==> src/rtl/itrx_aib_phy_jtag_pkg.sv <==
// Shared types and constants for the multi-channel AIB JTAG TAP.
package itrx_aib_phy_jtag_pkg;

    // IEEE 1149.1 TAP controller states
    typedef enum logic [3:0] {
        TAP_TLR      = 4'd0,
        TAP_RTI      = 4'd1,
        TAP_SEL_DR   = 4'd2,
        TAP_CAP_DR   = 4'd3,
        TAP_SHIFT_DR = 4'd4,
        TAP_EXIT1_DR = 4'd5,
        TAP_PAUSE_DR = 4'd6,
        TAP_EXIT2_DR = 4'd7,
        TAP_UPD_DR   = 4'd8,
        TAP_SEL_IR   = 4'd9,
        TAP_CAP_IR   = 4'd10,
        TAP_SHIFT_IR = 4'd11,
        TAP_EXIT1_IR = 4'd12,
        TAP_PAUSE_IR = 4'd13,
        TAP_EXIT2_IR = 4'd14,
        TAP_UPD_IR   = 4'd15
    } tapState_e;

    // Which data register sits between tdi and tdo
    typedef enum logic [2:0] {
        DR_BYPASS,
        DR_IDCODE,
        DR_CHSEL,
        DR_CTRL,
        DR_CHAIN
    } drSel_e;

    // Opcodes as plain integers; the top narrows them to its IR width.
    // BYPASS is all ones at whatever width the IR has.
    localparam int unsigned OPC_IDCODE       = 1;
    localparam int unsigned OPC_CHSEL        = 2;
    localparam int unsigned OPC_CTRL         = 3;
    localparam int unsigned OPC_AIB_SHIFT_EN = 12;

    // CTRL data register layout {rstn, rstn_en, weakpd, weakpu, intest, mode}
    localparam int unsigned CTRL_W       = 6;
    localparam int unsigned CTRL_MODE    = 0;
    localparam int unsigned CTRL_INTEST  = 1;
    localparam int unsigned CTRL_WEAKPU  = 2;
    localparam int unsigned CTRL_WEAKPD  = 3;
    localparam int unsigned CTRL_RSTN_EN = 4;
    localparam int unsigned CTRL_RSTN    = 5;

    // Channel controls come out of reset with only rstn high
    localparam logic [CTRL_W-1:0] CTRL_RST = 6'b100000;

    localparam int unsigned IDCODE_W = 32;

endpackage

==> src/rtl/itrx_aib_phy_tapfsm.sv <==
// 16-state TAP controller with one-hot style decode strobes for the datapath.
module itrx_aib_phy_tapfsm
    import itrx_aib_phy_jtag_pkg::*;
(
    input  logic      tck_i,
    input  logic      rst_i,
    input  logic      tms_i,
    output tapState_e nextState_o,
    output logic      tlr_o,
    output logic      captureIr_o,
    output logic      shiftIr_o,
    output logic      updateIr_o,
    output logic      captureDr_o,
    output logic      shiftDr_o,
    output logic      updateDr_o
);

    tapState_e tapState_q;
    tapState_e tapState_d;

    // State register; reset parks the controller in Test-Logic-Reset
    always_ff @(posedge tck_i) begin
        if (rst_i) begin
            tapState_q <= TAP_TLR;
        end else begin
            tapState_q <= tapState_d;
        end
    end

    // Next state depends only on the current state and tms, plus state decodes
    always_comb begin
        tapState_d  = tapState_q;
        tlr_o       = 1'b0;
        captureIr_o = 1'b0;
        shiftIr_o   = 1'b0;
        updateIr_o  = 1'b0;
        captureDr_o = 1'b0;
        shiftDr_o   = 1'b0;
        updateDr_o  = 1'b0;
        case (tapState_q)
            TAP_TLR:      tapState_d = tms_i ? TAP_TLR      : TAP_RTI;
            TAP_RTI:      tapState_d = tms_i ? TAP_SEL_DR   : TAP_RTI;
            TAP_SEL_DR:   tapState_d = tms_i ? TAP_SEL_IR   : TAP_CAP_DR;
            TAP_CAP_DR:   tapState_d = tms_i ? TAP_EXIT1_DR : TAP_SHIFT_DR;
            TAP_SHIFT_DR: tapState_d = tms_i ? TAP_EXIT1_DR : TAP_SHIFT_DR;
            TAP_EXIT1_DR: tapState_d = tms_i ? TAP_UPD_DR   : TAP_PAUSE_DR;
            TAP_PAUSE_DR: tapState_d = tms_i ? TAP_EXIT2_DR : TAP_PAUSE_DR;
            TAP_EXIT2_DR: tapState_d = tms_i ? TAP_UPD_DR   : TAP_SHIFT_DR;
            TAP_UPD_DR:   tapState_d = tms_i ? TAP_SEL_DR   : TAP_RTI;
            TAP_SEL_IR:   tapState_d = tms_i ? TAP_TLR      : TAP_CAP_IR;
            TAP_CAP_IR:   tapState_d = tms_i ? TAP_EXIT1_IR : TAP_SHIFT_IR;
            TAP_SHIFT_IR: tapState_d = tms_i ? TAP_EXIT1_IR : TAP_SHIFT_IR;
            TAP_EXIT1_IR: tapState_d = tms_i ? TAP_UPD_IR   : TAP_PAUSE_IR;
            TAP_PAUSE_IR: tapState_d = tms_i ? TAP_EXIT2_IR : TAP_PAUSE_IR;
            TAP_EXIT2_IR: tapState_d = tms_i ? TAP_UPD_IR   : TAP_SHIFT_IR;
            TAP_UPD_IR:   tapState_d = tms_i ? TAP_SEL_DR   : TAP_RTI;
            default:      tapState_d = TAP_TLR;
        endcase
        tlr_o       = (tapState_q == TAP_TLR);
        captureIr_o = (tapState_q == TAP_CAP_IR);
        shiftIr_o   = (tapState_q == TAP_SHIFT_IR);
        updateIr_o  = (tapState_q == TAP_UPD_IR);
        captureDr_o = (tapState_q == TAP_CAP_DR);
        shiftDr_o   = (tapState_q == TAP_SHIFT_DR);
        updateDr_o  = (tapState_q == TAP_UPD_DR);
    end

    assign nextState_o = tapState_d;

endmodule

==> src/rtl/itrx_aib_phy_jtag_mc.sv <==
// Multi-channel JTAG TAP: IDCODE, channel select, per-channel sticky controls
// and a scan chain built from only the selected AIB IO channels.
module itrx_aib_phy_jtag_mc
    import itrx_aib_phy_jtag_pkg::*;
#(
    parameter int unsigned       NUM_CH     = 4,
    parameter int unsigned       IR_WID     = 7,
    parameter logic [31:0]       IDCODE_VAL = 32'h0AB1_C0DF,
    parameter logic [NUM_CH-1:0] CHSEL_RST  = {NUM_CH{1'b1}}
) (
    input  logic              tck_i,
    input  logic              trst_or_por_rst_i,
    input  logic              tms_i,
    input  logic              tdi_i,
    output logic              tdo_o,
    output logic [NUM_CH-1:0] jtag_scan_in_o,
    input  logic [NUM_CH-1:0] jtag_scan_out_i,
    output logic [NUM_CH-1:0] jtag_clkdr_en_o,
    output logic [NUM_CH-1:0] jtag_scan_en_o,
    output logic [NUM_CH-1:0] jtag_mode_o,
    output logic [NUM_CH-1:0] jtag_intest_o,
    output logic [NUM_CH-1:0] jtag_weakpu_o,
    output logic [NUM_CH-1:0] jtag_weakpd_o,
    output logic [NUM_CH-1:0] jtag_rstn_en_o,
    output logic [NUM_CH-1:0] jtag_rstn_o
);

    localparam logic [IR_WID-1:0] OpBypass  = '1;
    localparam logic [IR_WID-1:0] OpIdcode  = IR_WID'(OPC_IDCODE);
    localparam logic [IR_WID-1:0] OpChsel   = IR_WID'(OPC_CHSEL);
    localparam logic [IR_WID-1:0] OpCtrl    = IR_WID'(OPC_CTRL);
    localparam logic [IR_WID-1:0] OpAibScan = IR_WID'(OPC_AIB_SHIFT_EN);
    localparam logic [IR_WID-1:0] IrCapture = {{(IR_WID-2){1'b0}}, 2'b01};

    tapState_e nextState;
    logic tlr, captureIr, shiftIr, updateIr, captureDr, shiftDr, updateDr;

    logic [IR_WID-1:0]                  irShift_q;
    logic [IR_WID-1:0]                  irLatched_q;
    logic                               bypass_q;
    logic [IDCODE_W-1:0]                idcode_q;
    logic [NUM_CH-1:0]                  chselShift_q;
    logic [CTRL_W-1:0]                  ctrlShift_q;
    logic [NUM_CH-1:0]                  chsel_q;
    logic [NUM_CH-1:0][CTRL_W-1:0]      ctrl_q;
    logic                               tdo_q;

    logic              isIdcode, isChsel, isCtrl, isAibScan, chainOn;
    drSel_e            drSel;
    logic [CTRL_W-1:0] ctrlCapture;
    logic              chainData;
    logic              drLsb;

    itrx_aib_phy_tapfsm u_tapfsm (
        .tck_i       (tck_i),
        .rst_i       (trst_or_por_rst_i),
        .tms_i       (tms_i),
        .nextState_o (nextState),
        .tlr_o       (tlr),
        .captureIr_o (captureIr),
        .shiftIr_o   (shiftIr),
        .updateIr_o  (updateIr),
        .captureDr_o (captureDr),
        .shiftDr_o   (shiftDr),
        .updateDr_o  (updateDr)
    );

    // Instruction shift register: fixed capture pattern, shifts right from tdi
    always_ff @(posedge tck_i) begin
        if (trst_or_por_rst_i) begin
            irShift_q <= IrCapture;
        end else if (captureIr) begin
            irShift_q <= IrCapture;
        end else if (shiftIr) begin
            irShift_q <= {tdi_i, irShift_q[IR_WID-1:1]};
        end
    end

    // Active instruction; falls back to IDCODE whenever the TAP sits in TLR
    always_ff @(posedge tck_i) begin
        if (trst_or_por_rst_i || tlr) begin
            irLatched_q <= OpIdcode;
        end else if (updateIr) begin
            irLatched_q <= irShift_q;
        end
    end

    // Instruction decode; unknown opcodes and an empty channel chain act as BYPASS
    always_comb begin
        isIdcode  = (irLatched_q == OpIdcode);
        isChsel   = (irLatched_q == OpChsel);
        isCtrl    = (irLatched_q == OpCtrl);
        isAibScan = (irLatched_q == OpAibScan) && (irLatched_q != OpBypass);
        chainOn   = isAibScan && (|chsel_q);
        if (isIdcode) begin
            drSel = DR_IDCODE;
        end else if (isChsel) begin
            drSel = DR_CHSEL;
        end else if (isCtrl) begin
            drSel = DR_CTRL;
        end else if (chainOn) begin
            drSel = DR_CHAIN;
        end else begin
            drSel = DR_BYPASS;
        end
    end

    // CTRL capture reads back the lowest-index selected channel, zero if none
    always_comb begin
        ctrlCapture = '0;
        for (int i = NUM_CH - 1; i >= 0; i--) begin
            if (chsel_q[i]) begin
                ctrlCapture = ctrl_q[i];
            end
        end
    end

    // Internal data registers: capture and shift whichever one is selected
    always_ff @(posedge tck_i) begin
        if (trst_or_por_rst_i) begin
            bypass_q     <= 1'b0;
            idcode_q     <= IDCODE_VAL;
            chselShift_q <= CHSEL_RST;
            ctrlShift_q  <= CTRL_RST;
        end else if (captureDr) begin
            case (drSel)
                DR_BYPASS: bypass_q     <= 1'b0;
                DR_IDCODE: idcode_q     <= IDCODE_VAL;
                DR_CHSEL:  chselShift_q <= chsel_q;
                DR_CTRL:   ctrlShift_q  <= ctrlCapture;
                default:   ;
            endcase
        end else if (shiftDr) begin
            case (drSel)
                DR_BYPASS: bypass_q     <= tdi_i;
                DR_IDCODE: idcode_q     <= {tdi_i, idcode_q[IDCODE_W-1:1]};
                DR_CHSEL:  chselShift_q <= {tdi_i, chselShift_q[NUM_CH-1:1]};
                DR_CTRL:   ctrlShift_q  <= {tdi_i, ctrlShift_q[CTRL_W-1:1]};
                default:   ;
            endcase
        end
    end

    // Channel select survives TLR so a chain setup persists across TAP resets
    always_ff @(posedge tck_i) begin
        if (trst_or_por_rst_i) begin
            chsel_q <= CHSEL_RST;
        end else if (updateDr && (drSel == DR_CHSEL)) begin
            chsel_q <= chselShift_q;
        end
    end

    // Sticky per-channel controls; an update only touches selected channels
    always_ff @(posedge tck_i) begin
        if (trst_or_por_rst_i || tlr) begin
            ctrl_q <= {NUM_CH{CTRL_RST}};
        end else if (updateDr && (drSel == DR_CTRL)) begin
            for (int i = 0; i < NUM_CH; i++) begin
                if (chsel_q[i]) begin
                    ctrl_q[i] <= ctrlShift_q;
                end
            end
        end
    end

    // Stitch selected channels in ascending order; chainData ends as the chain tail
    always_comb begin
        chainData      = tdi_i;
        jtag_scan_in_o = '0;
        for (int i = 0; i < NUM_CH; i++) begin
            if (isAibScan && chsel_q[i]) begin
                jtag_scan_in_o[i] = chainData;
                chainData         = jtag_scan_out_i[i];
            end
        end
    end

    // LSB of the active internal register feeding the falling-edge tdo flop
    always_comb begin
        case (drSel)
            DR_IDCODE: drLsb = idcode_q[0];
            DR_CHSEL:  drLsb = chselShift_q[0];
            DR_CTRL:   drLsb = ctrlShift_q[0];
            DR_CHAIN:  drLsb = tdo_q;
            default:   drLsb = bypass_q;
        endcase
    end

    // tdo changes on the falling edge so the host samples it cleanly on the rising edge
    always_ff @(negedge tck_i) begin
        if (trst_or_por_rst_i) begin
            tdo_q <= 1'b0;
        end else if (shiftIr) begin
            tdo_q <= irShift_q[0];
        end else if (shiftDr) begin
            tdo_q <= drLsb;
        end
    end

    // Chain tail drives tdo directly; the channels already retime their own data
    always_comb begin
        tdo_o = (chainOn && !shiftIr) ? chainData : tdo_q;
        jtag_scan_en_o  = chsel_q & {NUM_CH{isAibScan && shiftDr}};
        jtag_clkdr_en_o = chsel_q & {NUM_CH{isAibScan && (nextState == TAP_SHIFT_DR)}};
    end

    // Fan the per-channel control words out to their individual pins
    always_comb begin
        for (int i = 0; i < NUM_CH; i++) begin
            jtag_mode_o[i]    = ctrl_q[i][CTRL_MODE];
            jtag_intest_o[i]  = ctrl_q[i][CTRL_INTEST];
            jtag_weakpu_o[i]  = ctrl_q[i][CTRL_WEAKPU];
            jtag_weakpd_o[i]  = ctrl_q[i][CTRL_WEAKPD];
            jtag_rstn_en_o[i] = ctrl_q[i][CTRL_RSTN_EN];
            jtag_rstn_o[i]    = ctrl_q[i][CTRL_RSTN];
        end
    end

endmodule
==> config.mk <==
export PLATFORM = sky130hd
export DESIGN_NAME = itrx_aib_phy_jtag_mc
export DESIGN_NICKNAME = d
export VERILOG_FILES = /design/src/rtl/itrx_aib_phy_jtag_pkg.sv /design/src/rtl/itrx_aib_phy_tapfsm.sv /design/src/rtl/itrx_aib_phy_jtag_mc.sv
export SDC_FILE = /design/constraint.sdc
export NUM_CORES = 1
export LEC_CHECK = 0
export ABC_AREA = 1
export CAP_MARGIN = 5
export CORE_MARGIN = 5
export CORE_UTILIZATION = 51
export DETAILED_ROUTE_END_ITERATION = 8
export GPL_ROUTABILITY_DRIVEN = 0
export PLACE_DENSITY = 0.85
export SYNTH_ARGS = -nofsm -noshare
export SYNTH_HDL_FRONTEND = slang
export SYNTH_HIERARCHICAL = 1
export SYNTH_SLANG_ARGS = --single-unit
==> constraint.sdc <==
create_clock -name tck_i -period 1.8 [get_ports tck_i]
set_clock_uncertainty 0.1 [all_clocks]
set_input_delay 0.54 -clock tck_i [delete_from_list [all_inputs] [get_ports tck_i]]
set_output_delay 0.54 -clock tck_i [all_outputs]
set_load 0.005 [all_outputs]
==> flow_metrics.env, run 1 <==
export IMPL_power_density_mw_per_mm2=604
export IMPL_die_h_um=99.4
export IMPL_htree_levels=3
export IMPL_syn_inst=572
export IMPL_synth_fp_nets=580
export IMPL_worst_slew_pin_slew_ps=440
export IMPL_vias_per_cell=6.61
export IMPL_post_route_period_util_pct=148
export IMPL_grtUsageMet3_pct=6.31
export IMPL_syn_area_sq_mm=0.00408
export IMPL_crit_family="simple AND/OR/NAND/NOR gates"
export IMPL_r2r_cells=11
export IMPL_ir_drop_v=0.000462
export IMPL_ys_seq_area_share_pct=44.2
export IMPL_area_growth_pct=62.6
export IMPL_grt_util_met2_pct=51.4
export IMPL_met1_usage_pct=33.7
export IMPL_crit_path_max_incr_delay_ps=360
export IMPL_core_area_sq_mm=0.00777
export IMPL_fp_dieArea_sq_mm=0.00988
export IMPL_max_freq_mhz=374
export IMPL_synth_top_area_share_pct=44.2
export IMPL_reg2reg_from="irLatched_q[4]"
export IMPL_synth_warnings=6
export IMPL_timing_final_hold_violations=0
export IMPL_cp_required_ps=1160
export IMPL_avgRoutedWirePerCell_um=23.4
export IMPL_antenna_found_initial=0
export IMPL_clock_latency_ps=390
export IMPL_relSlewSlack_pct=70.6
export IMPL_cp_end_kind="output pin"
export IMPL_grt_max_degree=40
export IMPL_drt_initial_drc_count=696
export IMPL_path_depth=12
export IMPL_ioPinCount=45
export IMPL_hold_class="flop to flop"
export IMPL_yosys_area_top_type="dfxtp_1"
export IMPL_grt_pass1_wl_um=23700
export IMPL_nNetsFinal=745
export IMPL_diodes=0
export IMPL_rsz0062_at_grt="yes"
export IMPL_clkSinkCount=90
export IMPL_worstSetupStartpointType="flop"
export IMPL_leakage_nw=2.77
export IMPL_dp_slack_ps=-1310
export IMPL_crit_arrival_ps=2030
export IMPL_period_minus_slack_ps=2670
export IMPL_mostFrequentLayoutCell="nand2_1"
export IMPL_r2r_slack_ps=-710
export IMPL_numCtsBuffers=9
export IMPL_cap_violations=0
export IMPL_grt_usage_pct=29.8
export IMPL_drc=0
export IMPL_drtAntennaViolNets=0
export IMPL_power_total_mw=4.01
export IMPL_crit_chain="nand2_2, inv_2, nand2_2, nor2_4, buf_4, buf_6, nand2_4, nand3_4, nand3_1, nand2_1, nand2_1, buf_2"
export IMPL_clk_pin_slew_worst_paths_ps=100
export IMPL_synth_area_top_cells="dfxtp_1, nand2_1, a21oi_1, o21ai_0, nand3_1"
export IMPL_outcome="finished with violations"
export IMPL_fp_dieW_um=99.4
export IMPL_drt_wl_total_um=19800
export IMPL_root_buffer="clkbuf_8"
export IMPL_r2r_end="tdo_q"
export IMPL_drv_slew=0
export IMPL_clockBufferDepth=2
export IMPL_cts_tree="yes"
export IMPL_cp_slowest_cell="dfxtp_2"
export IMPL_gr_total_overflow=0
export IMPL_grt_busiest_layer="met2"
export IMPL_dr_total_vias=5578
export IMPL_synth_cell_types=29
export IMPL_ys_ff_latch=90
export IMPL_criticalPathCategory="flop to output pin"
export IMPL_port_buffers=44
export IMPL_min_to="jtag_weakpd_o[2]"
export IMPL_rows=32
export IMPL_most_common_layout_cells="nand2_1, buf_4, dfxtp_1, a21oi_1, a21oi_2"
export IMPL_start_util_pct=52.5
export IMPL_synth_area_per_cell_sq_um=7.13
export IMPL_critPathBufInv=4
export IMPL_first_pass_iters=5
export IMPL_finalSetupViolCount=85
export IMPL_drive_above_1_share_pct=50.1
export IMPL_setup_slack_ps=-872
export IMPL_grt_pass1_vias=4929
export IMPL_whs_path_depth=2
export IMPL_hpwl_um=7890
export IMPL_cp_max_fo=4
export IMPL_finish_utilization_pct=85.3
export IMPL_holdCritStartpoint="jtag_weakpd_o[2]"
export IMPL_violations="setup timing"
export IMPL_hold_buffers=0
export IMPL_fillers=360
synth_stat cells:
library cell and instances:
nor2_2 3, or2_1 1, clkinv_1 3, buf_1 2, buf_6 2, nand3_2 1, nand2_1 130, inv_1 33
buf_2 4, o211ai_1 8, dfxtp_1 90, clkinv_2 3, o21ai_1 4, nand4_1 4, clkbuf_1 14, a31oi_1 5
o21bai_1 1, o221ai_1 2, nand3b_1 1, a21oi_1 79, buf_4 2, o21ai_0 53, nand2_4 1, nor2_1 50
nor3_1 3, nand2_2 7, nand3_1 47, nor2_4 12, inv_2 7
stage by stage:
step / instance area, sq um / hold WS, ps / cells / setup TNS (ps)
global placement: 5130 / 334 / 764 / -27390
floorplan: 4120 / 324 / 572 / -1080
finish: 6630 / 384 / 844 / -34050
CTS: 6110 / 367 / 835 / -19990
detailed placement: 5130 / 345 / 764 / -29540
global route: 6630 / 406 / 844 / -38270
logic make-up after synthesis:
group	synth area share [%]
compound gates	19.6
buf+inv	7.21
simple gates	29.0
flops	44.2
flip-flops by register name, indices dropped and copies added, names as in the netlist, 6 cells and up:
| signal | cells |
|---|---|
| idcode_q | 32 |
| ctrlShift_q | 6 |
| irShift_q | 7 |
| irLatched_q | 7 |
area by class of cell:
class	count	area [sq um]	area share, %
multi-input cells	412	2580	38.9
inverters	45	223	3.36
clock buffers	9	124	1.87
well taps	102	128	1.93
flip-flops and latches	90	1850	28.0
repair buffers	178	1630	24.6
clock inverters	8	90.1	1.36
tightest hold or removal path: cells and delay by family (launching register included):
family / cells / cell delay (ps)
AO/OA/AOI/OAI: 1 / 50
AND/OR/NAND/NOR: 1 / 60
flip-flops: 1 / 350
power breakdown:
group          switching [mW]  internal (mW)
Combinational           0.256          0.190
Clock                   0.949          0.560
Sequential             0.0352           2.02
Total                    1.24           2.77
worst max path at each step:
stage	slack, ps	startpoint	to
global route	-950	irLatched_q[2]	tdo_o
finish	-870	irLatched_q[2]	tdo_o
global placement	-1190	tms_i	jtag_clkdr_en_o[0]
detailed placement	-1310	tms_i	jtag_clkdr_en_o[1]
floorplan	-340	u_tapfsm/tapState_q[3]	tdo_q
CTS	-750	u_tapfsm/tapState_q[3]	jtag_clkdr_en_o[3]
repair_timing:
| action | 4_1_cts | 5_1_grt |
|---|---|---|
| setup buffers | 55 | 11 |
| gates resized for setup | 222 | 131 |
| endpoints found under the setup margin | 96 | 91 |
| pin swaps | 44 | 40 |
| gates cloned | 2 | 1 |
routing by layer:
metal  routed length [um]  vias up
li1                     -     2230
met1                 6330     2503
met2                 9140      638
met3                 2390      207
met4                 1920        0
met5                    0        -
No activity file was read; power rests on OpenSTA's default activity.
==> inputs of run 2 (changes only) <==
- REMOVE_ABC_BUFFERS: default -> 1
==> run 2 against run 1 <==
Compared with the run above: the flow still finishes with violations (setup timing); power fell by 2.3%; fmax shrank 2.6%; critical path depth shrank 2; sequential share of layout area decreased by 0.74 points; final area rose by 2.8%.
==> flow_metrics.env, run 2 (synthesis results as in run 1) <==
export IMPL_outcome="finished with violations"
export IMPL_violations="setup timing"
export IMPL_avgRoutedWirePerCell_um=24.2
export IMPL_crit_path_max_incr_delay_ps=450
export IMPL_worstSetupStartpointType="flop"
export IMPL_finalSetupViolCount=92
export IMPL_cp_slowest_cell="dfxtp_4"
export IMPL_multi_input_area_sq_mm=0.00278
export IMPL_first_pass_iters=8
export IMPL_drive_above_1_share_pct=50.7
export IMPL_most_common_layout_cells="nand2_1, buf_4, dfxtp_1, a21oi_1, buf_6"
export IMPL_cp_max_fo=5
export IMPL_rsz0062_at_grt="yes"
export IMPL_top_register="idcode_q"
export IMPL_hpwl_um=8080
export IMPL_area_growth_pct=67.1
export IMPL_ir_drop_v=0.000546
export IMPL_port_buffers=44
export IMPL_relSlewSlack_pct=75.2
export IMPL_drtAntennaViolNets=0
export IMPL_top_regs="idcode_q: 32 flops, irLatched_q: 7 flops, irShift_q: 7 flops"
export IMPL_drv_slew=0
export IMPL_grt_usage_pct=30.5
export IMPL_power_density_mw_per_mm2=574
export IMPL_gr_total_overflow=0
export IMPL_rows=32
export IMPL_htree_levels=3
export IMPL_worst_slew_pin_slew_ps=371
export IMPL_drt_wl_total_um=20300
export IMPL_antenna_found_initial=0
export IMPL_ioPinCount=45
export IMPL_leakage_nw=2.74
export IMPL_diodes=0
export IMPL_grt_pass1_wl_um=24200
export IMPL_numCtsBuffers=9
export IMPL_grt_max_degree=26
export IMPL_max_freq_mhz=364
export IMPL_period_minus_slack_ps=2740
export IMPL_r2r_slack_ps=-910
export IMPL_dr_total_vias=5564
export IMPL_die_h_um=99.4
export IMPL_drt_initial_drc_count=699
export IMPL_power_total_mw=3.91
export IMPL_cp_end_kind="output pin"
export IMPL_crit_arrival_ps=2100
export IMPL_cap_violations=0
export IMPL_clockBufferDepth=2
export IMPL_fp_dieArea_sq_mm=0.00988
export IMPL_post_route_period_util_pct=152
export IMPL_dp_slack_ps=-1290
export IMPL_start_util_pct=52.5
export IMPL_crit_family="simple AND/OR/NAND/NOR gates"
export IMPL_critPathBufInv=2
export IMPL_criticalPathCategory="flop to output pin"
export IMPL_clk_pin_slew_worst_paths_ps=100
export IMPL_cp_required_ps=1160
export IMPL_fillers=312
export IMPL_root_buffer="clkbuf_8"
export IMPL_drc=0
export IMPL_register_area_sq_mm=0.00186
export IMPL_grt_pass1_vias=4940
export IMPL_setup_slack_ps=-944
export IMPL_crit_chain="nor2_2, nand2_1, nand2_1, o21bai_1, nand2_1, nor2_1, nand3b_1, buf_6, nor2_2, buf_2"
export IMPL_hold_buffers=0
export IMPL_largest_reg_flops=32
export IMPL_vias_per_cell=6.63
export IMPL_core_area_sq_mm=0.00777
export IMPL_cts_tree="yes"
export IMPL_nNetsFinal=741
export IMPL_fp_dieW_um=99.4
export IMPL_mostFrequentLayoutCell="nand2_1"
export IMPL_hold_class="flop to flop"
export IMPL_cp_common_cell="nand2_1"
export IMPL_clock_latency_ps=380
export IMPL_timing_final_hold_violations=0
export IMPL_clkSinkCount=90
-- run 2: cell types whose count changed in the layout (fill, tap and decap cells not counted), moves of 8 or more --
cell | before | now
o21ai_0 | 28 | 17
nand3_1 | 27 | 18
a21oi_2 | 36 | 28
buf_4 | 91 | 83
nand3_4 | 4 | 12
o21ai_2 | 19 | 27
-- run 2: worst paths after layout --
kind | depth (start not counted) | endpoint | startpoint
max | 10 | jtag_clkdr_en_o[0] | u_tapfsm/tapState_q[0]
min | 2 | idcode_q[17] | idcode_q[17]
max reg2reg | 10 | tdo_q | irLatched_q[3]
min reg2reg | 2 | idcode_q[17] | idcode_q[17]
-- run 2: what timing repair did --
item	CTS	global route
setup endpoints to repair	107	88
setup buffers	46	21
pin swaps	46	61
gates cloned	1	5
gates resized for setup	202	218
-- run 2: power breakdown --
part           switching [mW]  leakage, nW  internal [mW]
sequential             0.0411        0.741           2.01
clock                   0.834       0.0893          0.552
combinational           0.274         1.91          0.197
-- run 2: routing by layer --
metal	GRT usage [%]	part of all wire, %
met4	21.1	9.2
met3	8.06	12
met1	33.1	34
met5	0	0
met2	51.5	45
-- run 2: cell type report --
class                           count  area share [%]
Clock inverter                      5           0.569
Tap cell                          102            1.87
Sequential cell                    90            27.2
Timing Repair Buffer              174            23.9
Inverter                           45            3.51
Multi-Input combinational cell    412            40.8
Clock buffer                       11            2.08
-- run 2: per-stage QoR --
stage	TNS [ps]	instance area [sq um]	hold WS [ps]	std cells	util, %
after floorplan	-24330	3960	321	548	-
after global placement	-31030	5090	330	764	65.5
after detailed placement	-33300	5090	350	764	65.5
after CTS	-31880	5870	370	821	75.6
after global routing	-37070	6810	395	839	87.7
final	-31340	6810	378	839	87.7
-- run 2: worst reg2reg max path: stages, from the launching register on --
cell,delay (ps)
dfxtp_4,370
buf_6,120
nor2_4,140
inv_4,60
nor2_4,130
nand2_2,90
nor2_4,140
nand2_1,200
nand4_1,210
nand2_2,90
a21oi_2,130
